## src/rtl/ctrl_pipe_hazard.sv

```systemverilog
// Control-side E/M/W pipeline registers for the RV32I pipeline, with hazard handling.
// Handles load-use stalls, branch/jump flushes and E-stage operand forwarding.
module ctrl_pipe_hazard #(
  parameter int         RADDR_W = 5,
  parameter logic [1:0] RS_LOAD = 2'b01
) (
  input  logic               clk,
  input  logic               reset,
  input  logic               RegWriteD,
  input  logic [1:0]         ResultSrcD,
  input  logic               MemWriteD,
  input  logic               JumpD,
  input  logic               BranchD,
  input  logic               ALUSrcD,
  input  logic [2:0]         ALUControlD,
  input  logic [RADDR_W-1:0] Rs1D,
  input  logic [RADDR_W-1:0] Rs2D,
  input  logic [RADDR_W-1:0] RdD,
  input  logic               ZeroE,
  output logic               ALUSrcE,
  output logic [2:0]         ALUControlE,
  output logic               PCSrcE,
  output logic               MemWriteM,
  output logic               RegWriteW,
  output logic [1:0]         ResultSrcW,
  output logic [RADDR_W-1:0] RdW,
  output logic               StallF,
  output logic               StallD,
  output logic               FlushD,
  output logic               FlushE,
  output logic [1:0]         ForwardAE,
  output logic [1:0]         ForwardBE
);

  logic               reg_write_e, mem_write_e, jump_e, branch_e;
  logic [1:0]         result_src_e;
  logic [RADDR_W-1:0] rs1_e, rs2_e, rd_e;
  logic               reg_write_m;
  logic [1:0]         result_src_m;
  logic [RADDR_W-1:0] rd_m;
  logic               lw_stall;

  // A flushed E stage becomes an all-zero bubble: no writes, no branch.
  always_ff @(posedge clk) begin
    if (reset || FlushE) begin
      reg_write_e  <= 1'b0;
      result_src_e <= 2'b00;
      mem_write_e  <= 1'b0;
      jump_e       <= 1'b0;
      branch_e     <= 1'b0;
      ALUSrcE      <= 1'b0;
      ALUControlE  <= 3'b000;
      rs1_e        <= '0;
      rs2_e        <= '0;
      rd_e         <= '0;
    end else begin
      reg_write_e  <= RegWriteD;
      result_src_e <= ResultSrcD;
      mem_write_e  <= MemWriteD;
      jump_e       <= JumpD;
      branch_e     <= BranchD;
      ALUSrcE      <= ALUSrcD;
      ALUControlE  <= ALUControlD;
      rs1_e        <= Rs1D;
      rs2_e        <= Rs2D;
      rd_e         <= RdD;
    end
  end

  always_ff @(posedge clk) begin
    if (reset) begin
      reg_write_m  <= 1'b0;
      result_src_m <= 2'b00;
      MemWriteM    <= 1'b0;
      rd_m         <= '0;
      RegWriteW    <= 1'b0;
      ResultSrcW   <= 2'b00;
      RdW          <= '0;
    end else begin
      reg_write_m  <= reg_write_e;
      result_src_m <= result_src_e;
      MemWriteM    <= mem_write_e;
      rd_m         <= rd_e;
      RegWriteW    <= reg_write_m;
      ResultSrcW   <= result_src_m;
      RdW          <= rd_m;
    end
  end

  always_comb begin
    PCSrcE   = (branch_e & ZeroE) | jump_e;
    lw_stall = (result_src_e == RS_LOAD) && (rd_e != '0) &&
               ((rd_e == Rs1D) || (rd_e == Rs2D));
    StallF   = lw_stall;
    StallD   = lw_stall;
    FlushD   = PCSrcE;
    FlushE   = lw_stall | PCSrcE;
  end

  // M holds the youngest result, so it takes priority over W.
  always_comb begin
    ForwardAE = 2'b00;
    ForwardBE = 2'b00;
    if (reg_write_m && (rd_m != '0) && (rd_m == rs1_e))
      ForwardAE = 2'b10;
    else if (RegWriteW && (RdW != '0) && (RdW == rs1_e))
      ForwardAE = 2'b01;
    if (reg_write_m && (rd_m != '0) && (rd_m == rs2_e))
      ForwardBE = 2'b10;
    else if (RegWriteW && (RdW != '0) && (RdW == rs2_e))
      ForwardBE = 2'b01;
  end

endmodule
```

## config.mk

```make
export PLATFORM = sky130hd
export DESIGN_NAME = ctrl_pipe_hazard
export DESIGN_NICKNAME = d
export VERILOG_FILES = /design/src/rtl/ctrl_pipe_hazard.sv
export SDC_FILE = /design/constraint.sdc
export NUM_CORES = 1
export LEC_CHECK = 0
export ABC_AREA = 0
export ABC_CLOCK_PERIOD_IN_PS = 2000
export BUFFER_PORTS_ARGS = -buffer_cell sky130_fd_sc_hd__buf_2
export CAP_MARGIN = 15
export CORE_MARGIN = 4
export CORE_UTILIZATION = 50
export CTS_BUF_LIST = sky130_fd_sc_hd__clkbuf_8 sky130_fd_sc_hd__clkbuf_16
export CTS_CLUSTER_DIAMETER = 80
export CTS_CLUSTER_SIZE = 25
export DETAILED_ROUTE_END_ITERATION = 10
export GPL_TIMING_DRIVEN = 0
export MAX_ROUTING_LAYER = met4
export PLACE_DENSITY = 0.77
export REMOVE_ABC_BUFFERS = 1
export SYNTH_ARGS = -nofsm -noshare
export SYNTH_HDL_FRONTEND = slang
export SYNTH_SLANG_ARGS = --single-unit
```

## constraint.sdc

```tcl
create_clock -name clk -period 2 [get_ports clk]
set_clock_uncertainty 0.15 [all_clocks]
set_input_delay 0.2 -clock clk [delete_from_list [all_inputs] [get_ports clk]]
set_output_delay 0.2 -clock clk [all_outputs]
set_load 0.05 [all_outputs]
```

==> flow_summary.toml <==
[synthesis]
async_flop_share = 0
yosysMostFrequentCell = "dfxtp_1"
netlist.area_leader.share = 0.478
synth_edf_count = 0
yosys-top-cells-count = "dfxtp_1, a21oi_1, nand3b_1, nor2b_1, xnor2_1"
syn_area_um2 = 1760
yosysWarnings = 0
yosysUniqueCellTypes = 23
yosys.area.top_type = "dfxtp_1"
synth_area_leaders = "dfxtp_1, nand3b_1, xnor2_1"
ys_seq_area_frac = 0.478
synth_flop_cell = "dfxtp_1"
ys_seq_elements = 42
synth_cells = 175
syn_avg_cell_area_um2 = 10.1

[cts]
cts-htree-levels = 2
clk_latency_ns = 0.29
cts_buffer_depth = 2
path_clk_slew_ns = 0.08
cts_tree = "built"
clock-sinks = 42
cts-buffers-inserted = 5
clockRootBuffer = "clkbuf_8"

[worst_setup_path]
cp_top_family = "simple AND/OR/NAND/NOR gates"
slowest_delay_ns = 0.55
cp.depth = 5
crit_path_start_kind = "flop"
path_max_fanout = 2
critPathBufInv = 1
cpMaxStageDelayCell = "or4_4"
rr_worst_depth = 4
required_ns = 1.65
path_cells = "or4_4, o21ai_4, nor4_4, nor4_2, buf_4"
crit_type = "flop to output port"
cp-end-kind = "output port"
critPathArrivalTime_ns = 1.84

[floorplanning]
rows = 21
ios = 50
die_h_um = 67.3
core_area_um2 = 3360
fp.dieArea_um2 = 4530
die_w_um = 67.3
start_util = 0.523

[placed_design]
placed_cells = 259
dp_slack_ns = -0.343
port_buffers = 49
placed_cell_area_um2 = 2010
globalplace.congestion = 0.846
post-dp-hpwl_mm = 2.34

[timing]
setup_slack_ns = -0.191
drv_slew = 0
tightestPinTransition_ns = 0.647
relSlewSlack = 0.569
finalSetupViolCount = 6
final-hold-violation-count = 0
tns_ns = -0.506
fin_crit_ns = 2.19
fin_crit_sh = 1.10
rsz0062_at_grt = "true"
fmaxAchievable_mhz = 456

[power]
p_per_area_nw_per_um2 = 780
power_leakage_nw = 1.10
ir_worst_vdd_mv = 0.555
total_power_mw = 1.94

[global_route]
grt_usage = 0.218
gr-total-overflow = 0
grt_start_max_net_pins = 43
grt_pass1_vias = 1532
antenna_found_initial = 0
grt_pass1_wl_mm = 7.11

[final_layout]
drive_gt1_frac = 0.381
antenna_cells = 0
nFillCells = 237
fin_area_um2 = 2490
finalNetCount = 271
syn_to_final_growth_pct = 41.6
fin_cells = 290

[detailed_routing]
routed_wl_mm = 4.38
dr.pass1.iters = 4
vias = 1510
ant_nets = 0
drtIter0Drc = 48
wl_per_cell_um = 15.1
detail_route.drc_violations = 0
avgViaCountPerCell = 5.21

[outcome]
failed_checks = "negative setup slack"
run_status = "complete, but fails checks"

[job]
maxCapViolCount = 0

[worst_hold_path]
hp-class = "primary input to flop"
whs_path_depth = 3
flip-flops by register name, summed over array words and instances, names as in the netlist, 3 cells and up:
signal       cells
rs1_e            5
rd_m             5
rd_e             5
RdW              5
rs2_e            5
ALUControlE      3
cells by family (layout without fill, tap and decap cells):
logic type	count (synthesis)	after routing	share of synthesized area
flip-flops	42	42	0.478
AO/OA/AOI/OAI	30	31	0.0931
AND/OR/NAND/NOR	60	61	0.238
XOR/XNOR	30	30	0.149
buffers and inverters	13	80	0.0419
placed cells by master, fill, tap and decap left out, drive strengths merged, types with 4 or more instances in the layout:
cell type	instances
a21oi	26
clkbuf	5
nor4	4
dlygate4sd3	14
dfxtp	42
nand3	4
or4	5
nand3b	25
nor2b	17
xor2	14
buf	57
xnor2	16
final timing paths:
kind / from / to / slack, ns
max: rd_m[1] / ForwardAE[0] / -0.19
min: RdD[0] / rd_e[0] / 0.02
max reg2reg: rd_e[4] / rd_e[4] / 0.17
min reg2reg: result_src_m[1] / ResultSrcW[1] / 0.29
worst reg2reg max path, delay by kind of cell (launching register included):
family / cells / cell delay [ns]
AOI/OAI and AO/OA: 2 / 0.72
xor gates and xnor gates: 1 / 0.29
DFF: 1 / 0.36
and+or+nand+nor: 1 / 0.16
per-layer routing:
metal	up-vias	global-route usage	share of wire
met1	694	0.238	0.40
li1	744	-	-
met2	63	0.375	0.51
met3	9	0.0516	0.066
met4	0	0.0937	0.018
met5	-	-	0
where the power goes:
group | internal, mW | switching (mW)
combinational | 0.162 | 0.211
sequential | 0.880 | 0.0373
clock | 0.367 | 0.287
total | 1.41 | 0.535
repair_timing:
| item | CTS | global route |
|---|---|---|
| setup buffers | 6 | 1 |
| gates cloned | 2 | 0 |
| endpoints found under the setup margin | 7 | 22 |
| endpoints found under the hold margin | 14 | 0 |
| hold buffers | 14 | 0 |
| resized for setup | 31 | 11 |
| pin swaps | 11 | 5 |
final cells by class:
cell class	count	area, µm²	share of cell area
clock buffer	5	68.8	0.0276
multi-input combinational	122	973	0.391
inverter	1	3.75	0.00151
tap	46	57.6	0.0231
sequential	42	858	0.344
timing repair buffer	71	489	0.196
clock inverter	3	41.3	0.0166
through the flow:
step | hold WS, ns | util
global placement | 0.270 | 0.593
CTS | 0.00807 | 0.725
detailed placement | 0.275 | 0.599
finish | 0.0170 | 0.741
global route | 0.0180 | 0.741
floorplan | 0.122 | -
Note: power is estimated with default switching activity, not from simulation.
